### src/rtl/top_vga_pong.sv
`default_nettype none
// ============================================================================
// Module   : top_vga_pong
// Purpose  : Two-player pong on 640x480@60 VGA timing, one pixel per clock.
// Revision : 1.0
// ============================================================================
module top_vga_pong #(
    parameter int H_VIS    = 640,
    parameter int H_FP     = 16,
    parameter int H_SYNC   = 96,
    parameter int H_BP     = 48,
    parameter int V_VIS    = 480,
    parameter int V_FP     = 10,
    parameter int V_SYNC   = 2,
    parameter int V_BP     = 33,
    parameter int PAD_H    = 80,
    parameter int PAD_STEP = 4,
    parameter int BALL_SZ  = 8
) (
    input  logic       clk,
    input  logic       rst,
    input  logic [2:0] sw,
    input  logic       p1_up,
    input  logic       p1_down,
    input  logic       p2_up,
    input  logic       p2_down,
    output logic       hsync,
    output logic       vsync,
    output logic [2:0] rgb
);

    localparam logic [10:0] c_H_LAST   = 11'(H_VIS + H_FP + H_SYNC + H_BP - 1);
    localparam logic [10:0] c_V_LAST   = 11'(V_VIS + V_FP + V_SYNC + V_BP - 1);
    localparam logic [10:0] c_H_VIS    = 11'(H_VIS);
    localparam logic [10:0] c_V_VIS    = 11'(V_VIS);
    localparam logic [10:0] c_HS_BEG   = 11'(H_VIS + H_FP);
    localparam logic [10:0] c_HS_END   = 11'(H_VIS + H_FP + H_SYNC - 1);
    localparam logic [10:0] c_VS_BEG   = 11'(V_VIS + V_FP);
    localparam logic [10:0] c_VS_END   = 11'(V_VIS + V_FP + V_SYNC - 1);
    localparam logic [10:0] c_PAD_H    = 11'(PAD_H);
    localparam logic [10:0] c_PAD_W    = 11'd8;
    localparam logic [10:0] c_STEP     = 11'(PAD_STEP);
    localparam logic [10:0] c_PAD_MAX  = 11'(V_VIS - PAD_H);
    localparam logic [10:0] c_PAD_INIT = 11'((V_VIS - PAD_H) / 2);
    localparam logic [10:0] c_BALL     = 11'(BALL_SZ);
    localparam logic [10:0] c_BX0      = 11'(H_VIS / 2 - BALL_SZ / 2);
    localparam logic [10:0] c_BY0      = 11'(V_VIS / 2 - BALL_SZ / 2);
    localparam logic [10:0] c_BX_MAX   = 11'(H_VIS - BALL_SZ);
    localparam logic [10:0] c_BY_MAX   = 11'(V_VIS - BALL_SZ);
    localparam logic [10:0] c_P1_X     = 11'd16;
    localparam logic [10:0] c_P2_X     = 11'(H_VIS - 24);

    logic [10:0] r_h, r_v;
    logic [10:0] r_p1_y, r_p2_y, r_bx, r_by;
    logic        r_dx, r_dy;
    logic        r_hsync, r_vsync;
    logic [2:0]  r_rgb;

    logic [10:0] w_s, w_bx_nxt, w_by_nxt;
    logic        w_dx_nxt, w_dy_nxt, w_miss;
    logic        w_tick, w_ov1, w_ov2, w_vis, w_ball_px, w_pad_px;
    logic [2:0]  w_pix, w_rgb;

    function automatic logic [10:0] paddle_next(input logic [10:0] y,
                                                input logic up, input logic dn);
        logic [10:0] n;
        n = y;
        if (up && !dn)
            n = (y <= c_STEP) ? 11'd0 : y - c_STEP;
        else if (dn && !up)
            n = (y >= c_PAD_MAX - c_STEP) ? c_PAD_MAX : y + c_STEP;
        return n;
    endfunction

    always_ff @(posedge clk or negedge rst) begin
        if (!rst) begin
            r_h <= '0;
            r_v <= '0;
        end else if (r_h == c_H_LAST) begin
            r_h <= '0;
            r_v <= (r_v == c_V_LAST) ? 11'd0 : r_v + 11'd1;
        end else begin
            r_h <= r_h + 11'd1;
        end
    end

    assign w_tick = (r_h == 11'd0) && (r_v == c_V_VIS);
    assign w_s    = sw[2] ? 11'd4 : 11'd2;
    assign w_ov1  = (r_by + c_BALL > r_p1_y) && (r_by < r_p1_y + c_PAD_H);
    assign w_ov2  = (r_by + c_BALL > r_p2_y) && (r_by < r_p2_y + c_PAD_H);

    // dx/dy: 1 = right/down. A miss overrides both axes.
    always_comb begin
        w_bx_nxt = r_bx;
        w_by_nxt = r_by;
        w_dx_nxt = r_dx;
        w_dy_nxt = r_dy;
        w_miss   = 1'b0;
        if (!r_dy) begin
            if (r_by <= w_s) begin
                w_by_nxt = 11'd0;
                w_dy_nxt = 1'b1;
            end else begin
                w_by_nxt = r_by - w_s;
            end
        end else if (r_by >= c_BY_MAX - w_s) begin
            w_by_nxt = c_BY_MAX;
            w_dy_nxt = 1'b0;
        end else begin
            w_by_nxt = r_by + w_s;
        end
        if (!r_dx) begin
            if (r_bx <= c_P1_X + c_PAD_W && r_bx >= c_P1_X && w_ov1) begin
                w_bx_nxt = c_P1_X + c_PAD_W;
                w_dx_nxt = 1'b1;
            end else if (r_bx <= w_s) begin
                w_miss = 1'b1;
            end else begin
                w_bx_nxt = r_bx - w_s;
            end
        end else begin
            if (r_bx + c_BALL >= c_P2_X && r_bx + c_BALL <= c_P2_X + c_PAD_W && w_ov2) begin
                w_bx_nxt = c_P2_X - c_BALL;
                w_dx_nxt = 1'b0;
            end else if (r_bx >= c_BX_MAX - w_s) begin
                w_miss = 1'b1;
            end else begin
                w_bx_nxt = r_bx + w_s;
            end
        end
        if (w_miss) begin
            w_bx_nxt = c_BX0;
            w_by_nxt = c_BY0;
            w_dx_nxt = ~r_dx;
            w_dy_nxt = r_dy;
        end
    end

    always_ff @(posedge clk or negedge rst) begin
        if (!rst) begin
            r_p1_y <= c_PAD_INIT;
            r_p2_y <= c_PAD_INIT;
            r_bx   <= c_BX0;
            r_by   <= c_BY0;
            r_dx   <= 1'b1;
            r_dy   <= 1'b1;
        end else if (w_tick && !sw[0]) begin
            r_p1_y <= paddle_next(r_p1_y, p1_up, p1_down);
            r_p2_y <= paddle_next(r_p2_y, p2_up, p2_down);
            r_bx   <= w_bx_nxt;
            r_by   <= w_by_nxt;
            r_dx   <= w_dx_nxt;
            r_dy   <= w_dy_nxt;
        end
    end

    assign w_vis     = (r_h < c_H_VIS) && (r_v < c_V_VIS);
    assign w_ball_px = (r_h >= r_bx) && (r_h < r_bx + c_BALL) &&
                       (r_v >= r_by) && (r_v < r_by + c_BALL);
    assign w_pad_px  = ((r_h >= c_P1_X) && (r_h < c_P1_X + c_PAD_W) &&
                        (r_v >= r_p1_y) && (r_v < r_p1_y + c_PAD_H)) ||
                       ((r_h >= c_P2_X) && (r_h < c_P2_X + c_PAD_W) &&
                        (r_v >= r_p2_y) && (r_v < r_p2_y + c_PAD_H));
    assign w_pix     = w_ball_px ? 3'b110 : (w_pad_px ? 3'b111 : 3'b000);
    assign w_rgb     = w_vis ? (w_pix ^ {3{sw[1]}}) : 3'b000;

    always_ff @(posedge clk or negedge rst) begin
        if (!rst) begin
            r_hsync <= 1'b1;
            r_vsync <= 1'b1;
            r_rgb   <= 3'b000;
        end else begin
            r_hsync <= !((r_h >= c_HS_BEG) && (r_h <= c_HS_END));
            r_vsync <= !((r_v >= c_VS_BEG) && (r_v <= c_VS_END));
            r_rgb   <= w_rgb;
        end
    end

    assign hsync = r_hsync;
    assign vsync = r_vsync;
    assign rgb   = r_rgb;

endmodule
`default_nettype wire

### config.mk
export PLATFORM = sky130hd
export DESIGN_NAME = top_vga_pong
export DESIGN_NICKNAME = d
export VERILOG_FILES = /design/src/rtl/top_vga_pong.sv
export SDC_FILE = /design/constraint.sdc
export NUM_CORES = 1
export LEC_CHECK = 0
export ABC_CLOCK_PERIOD_IN_PS = 3100
export BUFFER_PORTS_ARGS = -buffer_cell sky130_fd_sc_hd__buf_2
export CELL_PAD_IN_SITES_DETAIL_PLACEMENT = 1
export CELL_PAD_IN_SITES_GLOBAL_PLACEMENT = 1
export CORE_MARGIN = 2
export CORE_UTILIZATION = 45
export CTS_BUF_LIST = sky130_fd_sc_hd__clkbuf_4 sky130_fd_sc_hd__clkbuf_8 sky130_fd_sc_hd__clkbuf_16
export DETAILED_ROUTE_END_ITERATION = 6
export HOLD_SLACK_MARGIN = 0.15
export PLACE_DENSITY = 0.76
export SYNTH_ARGS = -nofsm -noshare
export SYNTH_HDL_FRONTEND = slang
export SYNTH_SLANG_ARGS = --single-unit
### constraint.sdc
create_clock -name clk -period 3.1 [get_ports clk]
set_input_delay 0.93 -clock clk [delete_from_list [all_inputs] [get_ports clk]]
set_output_delay 0.93 -clock clk [all_outputs]
set_load 0.005 [all_outputs]
## Yosys cells after proc, flatten, opt, wreduce, memory -nomap -nowiden

Index checks and enable logic that the tools add are counted.

- $lt $le $gt $ge: 34
- Equal/unequal tests: 5
- Bitwise operators: 3
- Mux-type cells: 36
- Add/sub/neg operators: 16
- Reduce and logical (&&, ||, !) cells: 39

Operators by type and width:

| operator | count |
|---|---|
| 11-bit two-way mux | 20 |
| 11-bit greater-or-equal comparator | 6 |
| 11-bit < comparator | 6 |
| 11-bit by 10-bit greater-or-equal comparator with 1-bit output (second input constant) | 3 |
| 11-bit by 9-bit greater-or-equal comparator with 1-bit output (second input constant) | 3 |
| 1-bit logical AND | 24 |
| 11-bit by 1-bit adder with 11-bit output (second input constant) | 2 |
| 11-bit by 3-bit adder with 11-bit output | 2 |
| 11-bit by 3-bit adder with 11-bit output (second input constant) | 2 |
| 11-bit by 4-bit adder with 11-bit output (second input constant) | 2 |
| 11-bit by 7-bit adder with 11-bit output (second input constant) | 2 |
| 11-bit by 10-bit equality test with 1-bit output (second input constant) | 2 |
| 11-bit by 5-bit greater-or-equal comparator with 1-bit output (second input constant) | 2 |
| 11-bit greater-than comparator | 2 |
| 11-bit by 10-bit <= comparator with 1-bit output (second input constant) | 2 |
| 11-bit by 3-bit <= comparator with 1-bit output | 2 |
| 11-bit by 3-bit <= comparator with 1-bit output (second input constant) | 2 |
| 11-bit by 10-bit < comparator with 1-bit output (second input constant) | 2 |
| 11-bit by 3-bit subtractor with 11-bit output | 2 |
| 11-bit by 3-bit subtractor with 11-bit output (second input constant) | 2 |
| 1-bit two-way mux | 12 |
| 3-bit two-way mux | 4 |
| 11-bit by 9-bit equality test with 1-bit output (second input constant) | 1 |
| 11-bit by 5-bit <= comparator with 1-bit output (second input constant) | 1 |
| 14 further kinds | 25 |

- Bits of input ports: 9
- Logic and storage cells: 144
- Output and inout port bits: 5
- Register bits: 73

## Depth between registers and ports, before layout

Gate-level depths: netlist of the first run.

- Word-level depth: 9
- Gate-level depth with buffers: 14
- Mapped depth without buffers: 13

## Least setup slack after synthesis of the first run

Ideal clock, no wire load.

- Path type: register to register
- Start: register r_by[5]
- End: register r_by[4]
- Path buffers: 1
- Stages on the path, launching flop included: 14
- Library setup time: 0.077 ns
- Arrival: 3.271 ns
- Clock period less this slack: 3.348 ns
- Setup slack: -0.248 ns
- Required time: 3.023 ns
- Path through: dfstp_2 clkbuf_1 nand3_1 nor4_1 xnor2_1 ha_1 nand2_1 nor2_1 a211oi_1 nand4_1 a2111oi_4 o2bb2ai_2 or4_1 o21ai_1

- Word-level cells in the longest chain between the ends: 7

RTL lines:

| what | line | source |
|---|---|---|
| start: declaration | 54 | `logic [10:0] r_p1_y, r_p2_y, r_bx, r_by;` |
| start signal: assignment | 144 | `r_by <= c_BY0;` |
| start signal: assignment | 151 | `r_by <= w_by_nxt;` |
| 11-bit by 4-bit adder with 11-bit output | 89, 90 |  |
| 11-bit greater-than comparator, on equally long branches | 89, 90 |  |
| 1-bit logical AND, on equally long branches | 89, 90 |  |
| 1-bit logical AND, on equally long branches | 113, 122 |  |
| 1-bit two-way mux, on equally long branches | 113, 122 |  |
| 1-bit two-way mux | 112 | `if (!r_dx) begin` |
| 11-bit two-way mux * | 131 | `if (w_miss) begin` |

Mark *: on every way between the ends. The rest lies on a longest branch, timed or not.
A chain may end at the register's enable or synchronous reset.

## Final worst setup path of the first run

- Start: register r_by[3]
- End: register r_bx[3]

- Word-level cells in the longest chain between the ends: 8

RTL lines:

| what | line | source |
|---|---|---|
| 11-bit by 4-bit adder with 11-bit output | 89, 90 |  |
| 11-bit greater-than comparator, on equally long branches | 89, 90 |  |
| 1-bit logical AND, on equally long branches | 89, 90 |  |
| 1-bit logical AND, on equally long branches | 113, 122 |  |
| 1-bit two-way mux, on equally long branches | 113, 122 |  |
| 1-bit two-way mux | 112 |  |
| 4-bit inequality test (no line) | -- |  |
| 3-bit AND reduction (no line) | -- |  |
| end signal: assignment | 150 | `r_bx <= w_bx_nxt;` |
| end: declaration | 54 |  |

Several ways; a longest one is shown, not always the timed one.

==> impl_metrics.yaml, run 1 <==
global_routing:
  use_met3_pct: 5.421
  overflow: 0
  antenna_found_initial: 1
  track_usage_pct: 34.89
  grt_first_pass_wirelength_mm: 47.93
  grt_busiest_layer: "met2"
  met1_usage_pct: 44.06
  met2_usage_pct: 58.46
  grt_start_max_net_pins: 27
  grt_pass1_vias: 8758
floorplanning:
  initial_utilization_pct: 46.34
  io_pins: 14
  rows: 46
  die_area_mm2: 0.01752
  core-area_mm2: 0.01600
  die-height_um: 132.4
  dieWidth_um: 132.4
worst_setup_path:
  cp.arrival_ns: 3.65
  crit_required_ns: 3.39
  critPathCaptureType: "flip-flop"
  worstReg2RegEnd: "r_bx[3]$_DFFE_PN1P_"
  critPathMaxStageDelay_ns: 0.59
  cp-start-kind: "flip-flop"
  crit_top_cell: "buf_6"
  r2r_setup_slack_ns: -0.26
  r2r_start: "r_by[3]$_DFFE_PN1P_"
  cp_slowest_cell: "dfstp_2"
  cp.buffers_inverters: 5
  path_max_fanout: 4
  worstRegToRegCells: 16
  cp_top_family: "compound AO/OA/AOI/OAI gates"
  crit_type: "reg -> reg"
  cp_cell_sequence: "ha_4, nand3_4, buf_6, xnor2_4, ha_4, o21ai_2, o21bai_1, a21o_1, a221oi_2, a2111oi_4, buf_4, buf_4, buf_6, buf_6, a22o_1, a31oi_2"
synthesis:
  synth-main-ff-cell: "dfrtp_1"
  synth_edf_count: 0
  synth_area_per_cell_um2: 8.220
  synthDistinctLibCells: 76
  async_flop_share_pct: 100.0
  yosysWarnings: 0
  netlist_instances: 902
  synth_top_area_share_pct: 21.94
  synth.cell_area_mm2: 0.007415
  yosys-top-cells-area: "ha_1, dfrtp_1, dfstp_2, o21ai_0, a21oi_1"
  synthesis.nets: 1045
  yosys.area.top_type: "ha_1"
  yosysSeqAreaShare_pct: 22.61
  ys_ff_latch: 66
clock_network:
  h-tree-depth: 3
  cts_max_path_buffers: 2
  cts_hold_buf: 0
  cts_buffers: 9
  root_buffer: "clkbuf_16"
  tritoncts: "built"
  clk_latency_ns: 0.36
  cts.sinks: 66
  clkTransAtPathRegs_ns: 0.07
hold_path:
  min_from: "r_h[0]$_DFF_PN0_"
  min_path_type: "reg -> reg"
  holdPathEnd: "r_h[0]$_DFF_PN0_"
  whs_path_depth: 1
finish:
  post-route-util_pct: 61.75
  area_delta_synth_final_pct: 33.26
  seqCellArea_mm2: 0.001678
  fillerInstances: 1923
  final_nets: 1194
  antenna_cells: 0
  multi_input_area_mm2: 0.006062
  drive_above_1_share_pct: 29.26
sta:
  clock_skew_ns: 0.01372
  slew_viol_final: 0
  hold_viol_final: 0
  maxSlewHeadroom_pct: 51.64
  post-route-min-period_ns: 3.358
  setup-violations-final: 23
  fmax_mhz: 297.8
  worst_pin_slew_ns: 0.7198
  finalCritPeriodShare_pct: 108.3
  setup_slack_ns: -0.2578
  rsz0062_at_grt: "yes"
drt:
  postRouteWirelength_mm: 31.60
  wire_per_inst_um: 24.84
  drc_errors: 0
  vias_per_cell: 6.392
  routed-via-count: 8131
  firstDrtPassIters: 6
  ant_nets: 0
  first_iter_violations: 585
status:
  outcome: "finished with violations"
  violations: "setup timing"
placement:
  dp_hpwl_mm: 22.24
  place.gp.congestion: 1.006
  io_buffers: 13
power:
  p_leak_nw: 4.306
  power.total_mw: 2.076
  power_density_mw_per_mm2: 210.1
  irDropWorstVdd_mv: 0.2315
run:
  maxCapViolations: 0
-- kinds of logic after synthesis --
kind of cell	share of synthesized area, %
flip-flops	22.61
adder cells (fa/ha/maj)	23.17
AND/OR/NAND/NOR	19.22
buffers and inverters	5.164
XOR/XNOR	5.197
AO/OA/AOI/OAI	24.64
-- metrics by stage --
step | cells | setup TNS (ns) | setup slack, ns | instance area (µm²) | hold WS, ns
after floorplan | 902 | -0.07327 | -0.02839 | 7460 | 0.4547
after global placement | 1233 | -1.289 | -0.1577 | 8668 | 0.4820
after detailed placement | 1233 | -4.397 | -0.3240 | 8668 | 0.4918
after CTS | 1263 | -1.053 | -0.1318 | 9494 | 0.5006
after global routing | 1272 | -5.698 | -0.3375 | 9881 | 0.5143
final | 1272 | -3.485 | -0.2578 | 9881 | 0.4956
-- worst max-delay path by stage --
stage                     slack [ns]                 from             endpoint  depth (start not counted)
after global placement         -0.16  r_by[3]$_DFFE_PN1P_  r_by[6]$_DFFE_PN1P_                         15
final                          -0.26  r_by[3]$_DFFE_PN1P_  r_bx[3]$_DFFE_PN1P_                         16
after floorplan                -0.03  r_by[3]$_DFFE_PN1P_  r_bx[9]$_DFFE_PN0P_                         14
after CTS                      -0.13  r_by[3]$_DFFE_PN1P_  r_bx[7]$_DFFE_PN0P_                         15
after global routing           -0.34  r_by[3]$_DFFE_PN1P_  r_by[4]$_DFFE_PN0P_                         15
after detailed placement       -0.32  r_by[3]$_DFFE_PN1P_  r_by[6]$_DFFE_PN1P_                         15
-- power by group --
part           leakage, nW  total [mW]  switching [mW]  internal [mW]
logic                 3.37       0.103          0.0666         0.0366
registers            0.789       0.865         0.00110          0.864
clock network        0.147        1.11           0.472          0.636
total                 4.31        2.08           0.540           1.54
-- flip-flops by register name, indices dropped and copies added (netlist names) --
register  cells
vsync         1
r_p2_y        9
r_bx         10
r_dy          1
r_h          11
r_by         10
r_dx          1
r_v          11
rgb           2
hsync         1
r_p1_y        9
-- layer usage --
layer | wire length [µm] | share of wire (%) | vias to the layer above
met5 | 12 | 0.038 | -
met4 | 1544 | 4.9 | 2
met3 | 1751 | 5.5 | 108
met2 | 15140 | 48 | 310
met1 | 13150 | 42 | 4064
li1 | - | - | 3647
-- layout by cell type, fill, tap and decap left out, types with 10 or more instances in the layout --
| cell | instances |
|---|---|
| nand2b_1 | 15 |
| buf_4 | 135 |
| nand3_1 | 22 |
| inv_1 | 66 |
| ha_1 | 118 |
| nor3_1 | 25 |
| xnor2_1 | 23 |
| o21ai_1 | 15 |
| o21a_1 | 13 |
| ha_4 | 10 |
| nand2_1 | 59 |
| nor2_1 | 58 |
| a31oi_1 | 10 |
| dfrtp_1 | 45 |
| o31ai_1 | 10 |
| o21ai_2 | 10 |
| o21ai_0 | 49 |
| buf_2 | 13 |
| buf_6 | 17 |
| nand4_1 | 20 |
| dfstp_2 | 20 |
| a21oi_1 | 54 |
| a211oi_1 | 10 |
| a21o_1 | 12 |
| xor2_1 | 10 |
-- area by class of cell --
class	instances	area share [%]
well taps	216	2.735
clock inverters	7	0.8231
multi-input cells	738	61.35
clock buffers	9	2.279
flip-flops and latches	66	16.98
repair buffers	167	13.21
inverters	69	2.621
-- timing repair --
action / in CTS / in global routing
cloned: 1 / 0
endpoints found under the setup margin: 24 / 24
pin swaps: 46 / 42
setup buffers: 17 / 13
resized for setup: 84 / 66
-- cells in the mapped netlist (5+ instances only) --
master      n
ha_1      130
o22ai_1     9
nand3_1    25
a21o_1     12
a31oi_1    12
a21oi_1    60
and2_1      5
nor3_1     31
a211oi_1   15
or3_1       8
o211ai_1    9
o21ai_0    73
nor4_1     13
o31ai_1    12
nor2b_1     9
o21a_1     13
clkbuf_1   22
xor2_1     12
nand4_1    20
dfrtp_1    46
xnor2_1    32
buf_2       6
nor2_1     63
nand2_1    63
dfstp_2    20
a22oi_1     6
nand2b_1   15
and3_1      7
inv_1      68
Power figures use the tool's default switching activity.
==> run 2: changes to the inputs <==
CELL_PAD_IN_SITES_DETAIL_PLACEMENT = unset   (was 1)
CELL_PAD_IN_SITES_GLOBAL_PLACEMENT = unset   (was 1)
CORE_UTILIZATION = 59   (was 45)
PLACE_DENSITY = 0.77   (was 0.76)
==> run 2 against run 1 <==
  * The run ends with DRC, setup timing left
  * Worst setup slack worse by 0.081 ns
  * Count of clock-buffer cells in the layout did not move
  * Via count down 1.5%
  * Critical path depth is the same
  * Die area decreased by 23%
  * Combinational power decreased by 6%
  * Non-clock buffer count shrank 15
  * Hold slack better by 0.018 ns
  * Fmax decreased by 2.3%
  * Core utilization up 16 points
  * Design area is 3.7% lower
  * Critical path type unchanged
  * Critical endpoint is now r_bx[9]$_DFFE_PN0P_
  * Highest routed layer is now met4
==> impl_metrics.yaml, run 2 (synthesis results as in run 1) <==
sta:
  fmax_mhz: 290.8
  finalCritPeriodShare_pct: 110.9
  worst_pin_slew_ns: 0.6509
  rsz0062_at_grt: "yes"
  maxSlewHeadroom_pct: 56.20
  setup_slack_ns: -0.3383
  post-route-min-period_ns: 3.438
  clock_skew_ns: 0.01332
  setup_tns_ns: -3.270
  slew_viol_final: 0
  hold_viol_final: 0
  setup-violations-final: 21
clock_network:
  clk_latency_ns: 0.36
  tritoncts: "built"
  clkTransAtPathRegs_ns: 0.06
  cts_buffers: 9
  root_buffer: "clkbuf_16"
  cts.sinks: 66
  h-tree-depth: 3
  cts_max_path_buffers: 2
worst_setup_path:
  critPathCaptureType: "flip-flop"
  cp.arrival_ns: 3.71
  crit_type: "reg -> reg"
  worstReg2RegEnd: "r_bx[9]$_DFFE_PN0P_"
  r2r_setup_slack_ns: -0.34
  critPathMaxStageDelay_ns: 0.60
  cp-start-kind: "flip-flop"
  cp_cell_sequence: "ha_4, nand3_4, nor3_4, xnor2_2, buf_4, ha_4, nand4_1, nor2_2, a211oi_2, nand4_1, a2111oi_4, o2bb2ai_4, buf_4, buf_6, a2111o_1, o21ai_1"
  worstRegToRegCells: 16
  r2r_start: "r_by[3]$_DFFE_PN1P_"
  crit_required_ns: 3.37
  path_max_fanout: 5
  cp_slowest_cell: "dfstp_2"
drt:
  postRouteWirelength_mm: 25.60
  drc_errors: 21
  first_iter_violations: 926
  ant_nets: 0
  wire_per_inst_um: 21.19
  vias_per_cell: 6.629
  firstDrtPassIters: 7
  routed-via-count: 8008
finish:
  antenna_cells: 0
  reg_top3: "r_h: 11 flops, r_v: 11 flops"
  drive_above_1_share_pct: 25.96
  fillerInstances: 827
  final_common_cell: "buf_4"
  layout.cells.most_common_list: "buf_4, ha_1, inv_1"
  area_delta_synth_final_pct: 28.30
  final_nets: 1178
global_routing:
  antenna_found_initial: 0
  track_usage_pct: 38.24
  grt_first_pass_wirelength_mm: 40.06
  grt_pass1_vias: 7779
  overflow: 0
  grt_start_max_net_pins: 29
power:
  swShare_pct: 25.35
  clkPwrFrac_pct: 53.3
  power_density_mw_per_mm2: 216.4
  pwr-share-seq_pct: 42.0
  power.total_mw: 2.059
  intPower_mw: 1.537
  netSwitchingPower_mw: 0.5220
  irDropWorstVdd_mv: 0.2993
  p_leak_nw: 4.183
  comb_power_share_pct: 4.7
hold_path:
  holdPathEnd: "r_h[0]$_DFF_PN0_"
  min_from: "r_h[0]$_DFF_PN0_"
  min_path_type: "reg -> reg"
  whs_path_depth: 1
status:
  violations: "DRC, setup timing"
  outcome: "finished with violations"
placement:
  place.gp.congestion: 1.045
  io_buffers: 13
  dp_hpwl_mm: 18.77
  pre_cts_slack_ns: -0.2837
floorplanning:
  die_area_mm2: 0.01348
  rows: 40
  dieWidth_um: 116.1
  die-height_um: 116.1
  core-area_mm2: 0.01216
  initial_utilization_pct: 60.97
  io_pins: 14
run:
  maxCapViolations: 0
==> run 2: changes by cell type in the layout (fill, tap and decap cells not counted), moves of 3 or more <==
| cell | before | now |
|---|---|---|
| buf_4 | 135 | 127 |
| buf_6 | 17 | 9 |
| o21ai_0 | 49 | 57 |
| o21ai_1 | 15 | 11 |
| o21ai_2 | 10 | 6 |
| ha_1 | 118 | 121 |
| xnor2_1 | 23 | 26 |
==> run 2: worst max-delay path by stage <==
stage	from	to	slack, ns	depth (start not counted)
global placement	r_by[3]$_DFFE_PN1P_	r_by[1]$_DFFE_PN0P_	-0.11	14
floorplan	r_by[3]$_DFFE_PN1P_	r_bx[9]$_DFFE_PN0P_	-0.03	14
CTS	r_by[3]$_DFFE_PN1P_	r_by[4]$_DFFE_PN0P_	-0.17	15
detailed placement	r_by[3]$_DFFE_PN1P_	r_by[4]$_DFFE_PN0P_	-0.28	13
global route	r_by[3]$_DFFE_PN1P_	r_bx[9]$_DFFE_PN0P_	-0.57	16
finish	r_by[3]$_DFFE_PN1P_	r_bx[9]$_DFFE_PN0P_	-0.34	16
==> run 2: routing by layer <==
metal  track usage (%)  vias up  routed length [µm]
met2             60.39      501               11650
li1                  -     3612                   -
met1             52.02     3790               10350
met3             6.020      105                2499
met5                 0        -                   0
met4             17.06        0                1095
==> run 2: timing repair <==
| action | 4_1_cts | 5_1_grt |
|---|---|---|
| buffers inserted | 5 | 15 |
| hold buffers | 0 | 0 |
| gates cloned | 0 | 0 |
| setup endpoints to repair | 23 | 24 |
| pin swaps | 13 | 25 |
| resized for setup | 42 | 60 |
==> run 2: worst max-delay path: cells and delay by family, from the launching register on <==
| kind | cells | cell delay [ns] |
|---|---|---|
| AOI/OAI and AO/OA | 5 | 1.19 |
| xor gates and xnor gates | 1 | 0.15 |
| adders and majority gates | 2 | 0.36 |
| buffers and inverters | 3 | 0.41 |
| DFF | 1 | 0.60 |
| and+or+nand+nor | 5 | 0.65 |
==> run 2: layout make-up <==
| type | count | area, µm² | share of cell area (%) |
|---|---|---|---|
| inverter | 69 | 266.5 | 2.802 |
| clock buffer | 9 | 225.2 | 2.367 |
| tap | 168 | 210.2 | 2.210 |
| timing repair buffer | 152 | 1180 | 12.40 |
| sequential | 66 | 1677 | 17.62 |
| clock inverter | 7 | 83.83 | 0.8812 |
| multi-input combinational | 737 | 5871 | 61.71 |
==> run 2: power groups by stage <==
stage	logic, mW	registers, mW	clock network (mW)
after floorplan	0.0422	0.880	0
after global placement	0.0905	0.879	0
after detailed placement	0.0924	0.879	0
after CTS	0.0940	0.865	1.10
after global routing	0.108	0.864	1.12
final	0.0966	0.864	1.10
==> run 2: through the flow <==
step	utilization [%]	area [µm²]	cells	hold WS, ns
after global routing	78.22	9513	1208	0.5311
after floorplan	-	7460	902	0.4547
final	78.22	9513	1208	0.5138
after detailed placement	70.14	8531	1173	0.5076
after global placement	70.14	8531	1173	0.4745
after CTS	75.05	9128	1194	0.5167
